### src/rtl/key_bar_led.sv
// Debounced active-low key bank driving an active-low LED bar (MODE=0) or toggle LEDs (MODE=1).
// Latency: a key level change is accepted DEBOUNCE_CYCLES+3 edges after it is first sampled.
// No backpressure: press_valid is a one-cycle pulse; the lowest-index press wins a tie.
module key_bar_led #(
  parameter int NUM_KEYS        = 6,
  parameter int DEBOUNCE_CYCLES = 240000,
  parameter int MODE            = 0,
  localparam int IDX_W          = $clog2(NUM_KEYS + 1)
) (
  input  logic                clk,
  input  logic                rst,
  input  logic [NUM_KEYS-1:0] key,
  output logic [NUM_KEYS-1:0] led,
  output logic                press_valid,
  output logic [IDX_W-1:0]    press_idx
);

  localparam int CNT_W = $clog2(DEBOUNCE_CYCLES);
  localparam logic [CNT_W-1:0] CNT_LAST = CNT_W'(DEBOUNCE_CYCLES - 1);

  logic [NUM_KEYS-1:0] sync1;
  logic [NUM_KEYS-1:0] key_s;
  logic [NUM_KEYS-1:0] key_db;
  logic [NUM_KEYS-1:0] key_db_d;
  logic [CNT_W-1:0]    cnt [NUM_KEYS];
  logic [NUM_KEYS-1:0] fall;
  logic                hit;
  logic [IDX_W-1:0]    hit_idx;
  logic [IDX_W-1:0]    level;
  logic [IDX_W-1:0]    level_nxt;
  logic [NUM_KEYS-1:0] led_nxt;

  // Two-flop synchronizer; resets to the released (high) level.
  always_ff @(posedge clk or posedge rst) begin
    if (rst) begin
      sync1 <= '1;
      key_s <= '1;
    end else begin
      sync1 <= key;
      key_s <= sync1;
    end
  end

  // Per-key debounce: count consecutive mismatching samples, accept on the DEBOUNCE_CYCLES-th.
  always_ff @(posedge clk or posedge rst) begin
    if (rst) begin
      key_db <= '1;
      for (int i = 0; i < NUM_KEYS; i++) begin
        cnt[i] <= '0;
      end
    end else begin
      for (int i = 0; i < NUM_KEYS; i++) begin
        if (key_s[i] == key_db[i]) begin
          cnt[i] <= '0;
        end else if (cnt[i] == CNT_LAST) begin
          cnt[i]    <= '0;
          key_db[i] <= key_s[i];
        end else begin
          cnt[i] <= cnt[i] + CNT_W'(1);
        end
      end
    end
  end

  // Delayed debounced state, used to spot 1->0 (press) transitions.
  always_ff @(posedge clk or posedge rst) begin
    if (rst) begin
      key_db_d <= '1;
    end else begin
      key_db_d <= key_db;
    end
  end

  assign fall = key_db_d & ~key_db;

  // Priority pick: scanning downward lets the lowest pressed index overwrite the others.
  always_comb begin
    hit     = 1'b0;
    hit_idx = '0;
    for (int i = NUM_KEYS - 1; i >= 0; i--) begin
      if (fall[i]) begin
        hit     = 1'b1;
        hit_idx = IDX_W'(i + 1);
      end
    end
  end

  // Next LED pattern: bar level update (pressing the current level clears it) or single-bit toggle.
  always_comb begin
    level_nxt = level;
    led_nxt   = led;
    if (hit) begin
      if (MODE == 0) begin
        level_nxt = (hit_idx == level) ? '0 : hit_idx;
        for (int i = 0; i < NUM_KEYS; i++) begin
          led_nxt[i] = !(IDX_W'(i) < level_nxt);
        end
      end else begin
        for (int i = 0; i < NUM_KEYS; i++) begin
          if (hit_idx == IDX_W'(i + 1)) begin
            led_nxt[i] = ~led[i];
          end
        end
      end
    end
  end

  // Output registers; press_idx keeps the last accepted key between events.
  always_ff @(posedge clk or posedge rst) begin
    if (rst) begin
      level       <= '0;
      led         <= '1;
      press_valid <= 1'b0;
      press_idx   <= '0;
    end else begin
      level       <= level_nxt;
      led         <= led_nxt;
      press_valid <= hit;
      if (hit) begin
        press_idx <= hit_idx;
      end
    end
  end

endmodule
### config.mk
export PLATFORM = sky130hd
export DESIGN_NAME = key_bar_led
export DESIGN_NICKNAME = d
export VERILOG_FILES = /design/src/rtl/key_bar_led.sv
export SDC_FILE = /design/constraint.sdc
export NUM_CORES = 1
export LEC_CHECK = 0
export ABC_AREA = 1
export CAP_MARGIN = 20
export CORE_MARGIN = 2
export CORE_UTILIZATION = 55
export DETAILED_ROUTE_END_ITERATION = 7
export MAX_ROUTING_LAYER = met4
export PLACE_DENSITY = 0.81
export SYNTH_ARGS = -nofsm -noshare
export SYNTH_HDL_FRONTEND = slang
export SYNTH_SLANG_ARGS = --single-unit
### constraint.sdc
create_clock -name clk -period 7 [get_ports clk]
set_input_delay 1.4 -clock clk [delete_from_list [all_inputs] [get_ports clk]]
set_output_delay 1.4 -clock clk [all_outputs]
set_load 0.02 [all_outputs]
== After elaboration in Yosys (flattened, before gate mapping) ==
Cells that the tools add are included.

* Flip-flop bits (word level): 145
* Output and inout port bits: 10
* Bits of input ports: 8

* Eq/ne operators: 13
* Mux-type cells: 25
* Add/sub/neg operators: 6
* Bitwise logic cells: 8
* Reductions and logical operators: 12
* Magnitude comparators: 6

{| class="wikitable"
|+ Operators by type and width
! cell !! number
|-
| two-way mux 18 bit || 12
|-
| adder 18 x 1 -> 18 bit, second input constant || 6
|-
| == test 18 bit, second input constant || 6
|-
| two-way mux 3 bit || 7
|-
| AND reduction 2 bit || 6
|-
| bitwise AND 6 bit || 1
|-
| == test 1 bit || 6
|-
| zero test 1 bit || 6
|-
| less-than comparator 1 x 3 -> 1 bit, first input constant || 2
|-
| less-than comparator 2 x 3 -> 1 bit, first input constant || 2
|-
| less-than comparator 3 bit, first input constant || 2
|-
| two-way mux 1 bit || 6
|-
| NOT 1 bit || 6
|-
| NOT 6 bit || 1
|-
| == test 3 bit || 1
|}

== Longest topological paths before layout ==
Gate-level depths: netlist of the first run.

* Depth after elaboration: 12
* Mapped depth: 12

== Worst setup path after synthesis of the first run ==
OpenSTA, ideal clock, no wires.

* Kind: register to output
* From: register led[0]
* To: output led[0]
* Setup slack: 5.037 ns
* Path buffers: 0
* Data arrival time: 0.563 ns
* Stages on the path, launching flop included: 1
* Cells stage by stage: dfstp_2

{| class="wikitable"
|+ RTL lines
! what !! RTL line !! source
|-
| start: declaration || 13 || <nowiki>output logic [NUM_KEYS-1:0] led,</nowiki>
|-
| start signal: assignment || 117 || <nowiki>led <= led_nxt;</nowiki>
|}

No word-level cell between the ends.

== Worst setup path after layout of the first run ==
* From: register led[0]
* To: output led[0]

No word-level cell between the ends.

==> results.md, run 1 <==
* Status: complete, no violations
* Die H at 117 um
* DR pass1 iterations at 5
* Total power at 1.75 mW
* CP arrival at 1.55 ns
* Drt drc at 0
* Setup violators final at 0
* Starting utilization of the core area at 56.1%
* Root buf cell: clkbuf_16
* WS Path Type: flip-flop to output port
* Worst-path clk slew at 0.06 ns
* Period utilization at 42.1%
* Htree depth at 4
* Num Clock Sinks at 145
* WP data required at 5.60 ns
* Asr flop ratio synth at 100%
* RSZ-0062 raised after global routing: no
* Global-route wire length before repair at 22.6 mm
* Synth Area per Inst at 8.76 um^2
* RD Place Congestion at 0.882
* Layout cell share with drive strength beyond 1 at 12.6%
* CTS tree: built
* Placed cells at 991
* Post-synth net total at 818
* Die area at 0.0137 mm^2
* Die width at 117 um
* Post-CTS Resized at 0
* Synth Warn # at 0
* Vias in the first global route at 5,067
* Yosys cell types at 35
* CP max stage cell: clkdlybuf4s50_1
* Post-synth top flop: dfrtp_1
* Layout Nets at 852
* Crit-path cells: clkdlybuf4s50_1
* Detailed Route WL at 13.1 mm
* Initial antenna violation count at 0
* Core box area at 0.0126 mm^2
* Final min period at 2.95 ns
* Hold WS at 0.355 ns
* Num ports at 18
* Synth area leader: dfrtp_1
* Peak supply drop at 0.167 mV
* Filler Cells Inserted at 1,027
* CP Launch Type: flip-flop
* Row count at 41
* Clk_lat worst skew at 0.42 ns
* Synth area leaders: dfrtp_1 (41%), dfstp_2 (11%), nand2_1 (7.7%)
* Sequential area share after synthesis at 52.0%
* Cells after Synth at 804
* Rel. slew slack at 48.9%
* GRT Total Usage at 21.7%
* Largest delay contributor family on the critical path: buffers and inverters
* Setup TNS at 0 ns
* Cell Area, Synth at 0.00705 mm^2
* Avg WL per Cell at 12.8 um
* Worst Clk Skew at 0.00778 ns
* Max Freq at 0.340 GHz
* Max_cap viols at 0
* Routed Antenna Nets at 0
* Clock Path Buffers at 2
* Measured slew at the worst slew-check pin at 0.766 ns
* CP Max Fanout at 2
* Top cell type's share of synthesized area at 40.8%
* Antenna Cells at 0
* Endpoints failing hold at 0
* Post-CTS setup buffer count at 0
* Vias at 5,340
* Worst path bufs/invs at 1
* Vias/cell at 5.23
* DRT iter0 DRCs at 377
* Hold Path Class: flip-flop to flip-flop
* Count of input and output buffers at 17
* P per Cell Area at 220 mW/mm^2
* DP Wirelength at 8.84 mm
* Non-filler cells, final at 1,022
* Largest stage delay on the critical path at 0.60 ns
* CTS Buf Count at 17
* Hold-fix buffers, CTS at 0
* CP endpoint kind: output port
* P_leak at 3.63 nW
* Synth-to-layout area growth at 13.1%
* #FFs+latches synth at 145
* GRT Residual Overflow at 0
* Largest net degree at the start of global routing at 91
* Post-synth EDFFs at 0
* Max-slew violations at 0
-- worst paths after layout --
| path | startpoint | end | slack [ns] | depth (start not counted) |
|---|---|---|---|---|
| max in group asynchronous | rst | cnt[2]$_DFF_PP0_ | 4.29 | 3 |
| hold reg to reg | sync1[3]$_DFF_PP1_ | key_s[3]$_DFF_PP1_ | 0.35 | 0 |
| min in group asynchronous | rst | cnt[64]$_DFF_PP0_ | 1.51 | 2 |
| setup / recovery | led[0]$_DFFE_PP1P_ | led[0] | 4.05 | 1 |
| setup reg to reg | cnt[18]$_DFF_PP0_ | cnt[34]$_DFF_PP0_ | 5.05 | 8 |
| hold / removal | sync1[3]$_DFF_PP1_ | key_s[3]$_DFF_PP1_ | 0.35 | 0 |
-- layout by cell type, fill, tap and decap left out, drive strengths merged --
cell,n
nor4,13
ha,6
o21bai,1
or2,1
a21oi,20
buf,1
a31oi,9
nand4,30
nor3b,9
xnor2,20
bufinv,1
clkinv,4
o211ai,2
nor2,134
o21ai,15
clkdlybuf4s50,17
and3,6
clkinvlp,4
nor3,40
nand2,155
clkbuf,22
dfrtp,115
nand3,48
xor2,35
dfstp,30
inv,112
-- power by group --
group          switching (mW)  leakage (nW)  total [mW]  internal, mW
registers              0.0105          1.90       0.864         0.854
clock network           0.334         0.258       0.838         0.504
logic                  0.0364          1.46      0.0516        0.0152
-- sequential cells by signal, summed over array words and instances (netlist names) --
signal,count
key_db,6
cnt,108
level,3
press_idx,3
led,6
press_valid,1
key_db_d,6
sync1,6
key_s,6
-- per-layer routing --
| layer | vias to the layer above | track usage (%) | part of all wire (%) |
|---|---|---|---|
| li1 | 2656 | - | - |
| met3 | 20 | 4.84 | 3.5 |
| met4 | 0 | 7.92 | 1.7 |
| met1 | 2565 | 27.4 | 46 |
| met5 | - | - | 0 |
| met2 | 99 | 34.8 | 49 |
-- area by class of cell --
cell class | instances | area [um^2] | area share [%]
clock buffer | 22 | 464 | 5.82
clock inverter | 9 | 83.8 | 1.05
multi-input combinational | 544 | 2940 | 36.9
timing repair buffer | 18 | 178 | 2.23
sequential | 145 | 3670 | 46.0
tap | 172 | 215 | 2.70
inverter | 112 | 425 | 5.34
-- metrics by stage --
stage / util [%] / instance area [um^2] / worst slack [ns]
detailed placement: 59.1 / 7420 / 3.76
global placement: 59.1 / 7420 / 3.78
CTS: 63.4 / 7970 / 4.03
floorplan: - / 7050 / 1.76
finish: 63.4 / 7970 / 4.05
global route: 63.4 / 7970 / 4.01
-- synthesized netlist by cell type (13+ instances only) --
cell / number
o21ai_0: 14
nor4_1: 13
inv_1: 108
xor2_1: 35
nand4_1: 26
a21oi_1: 20
nand3_1: 45
xnor2_1: 20
nor3_1: 32
dfstp_2: 30
nor2_1: 118
dfrtp_1: 115
nand2_1: 145
-- worst reg2reg max path, cell delays in order (launching register included) --
cell,delay [ns]
dfrtp_1,0.36
ha_1,0.22
nand4_1,0.16
nor2_1,0.23
nand3_1,0.18
nand2_1,0.36
inv_1,0.17
nand2_1,0.11
inv_1,0.06
-- logic make-up after synthesis --
logic type	synth area share, %
xor+xnor	6.84
flops	52.0
buf+inv	6.27
fa+ha+maj	1.07
compound gates	3.68
simple gates	30.1
No activity file was read; power rests on OpenSTA's default activity.
==> inputs of run 2 (changes only) <==
- clock period: 7 -> 2.75 ns (I/O delays scaled with it)
==> results.md, run 2 (synthesis gave the netlist of run 1 again) <==
* Initial antenna violation count at 0 (unchanged)
* Post-CTS Resized at 0 (unchanged)
* P_leak at 3.67 nW (+1.3%)
* Num ports at 18 (unchanged)
* Vias at 5,277 (-1.2%)
* Root buf cell: clkbuf_16
* Hold-fix buffers, CTS at 0 (unchanged)
* Placed cells at 994 (+0.30%)
* Worst path bufs/invs at 1 (unchanged)
* Peak supply drop at 0.448 mV (+170%)
* Crit-path cells: clkdlybuf4s50_1
* DR pass1 iterations at 5 (unchanged)
* CP max stage cell: clkdlybuf4s50_1
* CTS Buf Count at 17 (unchanged)
* Die area at 0.0137 mm^2 (unchanged)
* Commonest cells after routing, fill and taps aside: nand2_1 (145), nor2_1 (118), dfrtp_1 (115)
* Max Freq at 0.465 GHz
* GRT Total Usage at 22.4% (+0.63 points)
* CP endpoint kind: output port
* Setup violators final at 0 (unchanged)
* Core box area at 0.0126 mm^2 (unchanged)
* Max_cap viols at 0 (unchanged)
* Routed Antenna Nets at 0 (unchanged)
* Period utilization at 78.3%
* Max reg flops at 108 (unchanged)
* RSZ-0062 raised after global routing: no
* Num Clock Sinks at 145 (unchanged)
* Final core occ at 64.2% (+0.80 points)
* CP Launch Type: flip-flop
* Max-slew violations at 0 (unchanged)
* CP Max Fanout at 2 (unchanged)
* Hold Path Depth at 0 (unchanged)
* Row count at 41 (unchanged)
* Worst-path clk slew at 0.06 ns (about the same)
* RD Place Congestion at 0.849 (-3.6%)
* Hold Crit Start: sync1[5]$_DFF_PP1_
* Antenna Cells at 0 (unchanged)
* Reg2reg path depth at 8 (unchanged)
* Avg WL per Cell at 12.9 um (+0.78%)
* Largest delay contributor family on the critical path: buffers and inverters
* GRT Residual Overflow at 0 (unchanged)
* Hold WS at 0.351 ns (-0.00344 ns)
* Measured slew at the worst slew-check pin at 0.563 ns (-0.204 ns)
* DP Wirelength at 9.08 mm (+2.7%)
* Layout Nets at 855 (+0.35%)
* Worst Hold End: key_s[5]$_DFF_PP1_
* Top reg by flops: cnt
* CP arrival at 1.60 ns (+0.05 ns)
* Htree depth at 4 (unchanged)
* Global-route wire length before repair at 23.3 mm (+3.1%)
* Non-filler cells, final at 1,026 (+0.39%)
* FF-to-FF Start: cnt[18]$_DFF_PP0_
* Count of input and output buffers at 17 (unchanged)
* CTS tree: built
* Largest net degree at the start of global routing at 61 (-33%)
* Largest stage delay on the critical path at 0.65 ns (+0.05 ns)
* Final min period at 2.15 ns
* Rel. slew slack at 62.2% (+13 points)
* Detailed Route WL at 13.3 mm (+1.2%)
* Setup TNS at 0 ns (unchanged)
* P per Cell Area at 577 mW/mm^2 (+160%)
* Drt drc at 0 (unchanged)
* Layout cell share with drive strength beyond 1 at 13.3% (+0.76 points)
* Worst Clk Skew at 0.00760 ns (-0.000172 ns)
* Endpoints failing hold at 0 (unchanged)
* Total power at 4.66 mW (+170%)
* Vias in the first global route at 5,210 (+2.8%)
* DRT iter0 DRCs at 459 (+22%)
* Hold Path Class: flip-flop to flip-flop
* WP data required at 2.20 ns (-3.40 ns)
* Synth-to-layout area growth at 14.5%
* Post-CTS setup buffer count at 0 (unchanged)
* Status: complete, no violations
* Starting utilization of the core area at 56.1% (unchanged)
* Most common cell after layout, fill and taps aside: nand2_1
* Clk_lat worst skew at 0.42 ns (about the same)
* Reg-to-reg endpoint: cnt[28]$_DFF_PP0_
* Clock Path Buffers at 2 (unchanged)
* Reg2reg setup slack at 0.86 ns (-4.19 ns)
* Vias/cell at 5.14 (-1.6%)
* WS Path Type: flip-flop to output port
* Die width at 117 um (unchanged)
* Die H at 117 um (unchanged)
## run 2: routing by layer
layer  part of all wire, %  track usage [%]  vias to the layer above  wire length, um
li1                      -                -                     2673                -
met1                    47             28.9                     2475             6260
met2                    47             34.3                      104             6240
met3                   3.7             5.36                       25              494
met4                   2.0             8.86                        0              260
met5                     0                -                        -                0
## run 2: metrics by stage
step,setup slack [ns],cell area (um^2)
finish,0.598,8070
floorplan,0.405,7050
CTS,0.592,8070
detailed placement,0.857,7470
global placement,0.945,7470
global route,0.564,8070
## run 2: final cells by class
| type | instances | area [um^2] |
|---|---|---|
| repair buffers | 21 | 225 |
| multi-input cells | 544 | 2940 |
| inverters | 112 | 424 |
| fillers | 1002 | 4500 |
| well taps | 172 | 215 |
| flip-flops and latches | 145 | 3670 |
| clock inverters | 13 | 149 |
| clock buffers | 19 | 453 |
## run 2: how the worst max path moves through the flow
stage | endpoint | start | depth (start not counted) | slack [ns]
2_1_floorplan | cnt[0]$_DFF_PP0_ | rst | 1 | 0.41
3_3_place_gp | cnt[100]$_DFF_PP0_ | cnt[90]$_DFF_PP0_ | 8 | 0.95
3_5_place_dp | cnt[104]$_DFF_PP0_ | cnt[90]$_DFF_PP0_ | 8 | 0.86
4_1_cts | led[4] | led[4]$_DFFE_PP1P_ | 1 | 0.59
5_1_grt | led[4] | led[4]$_DFFE_PP1P_ | 1 | 0.56
6_report | led[4] | led[4]$_DFFE_PP1P_ | 1 | 0.60
## run 2: power by group
part / switching (mW) / internal (mW)
sequential: 0.0245 / 2.17
clock: 0.923 / 1.40
combinational: 0.0956 / 0.0456
total: 1.04 / 3.61
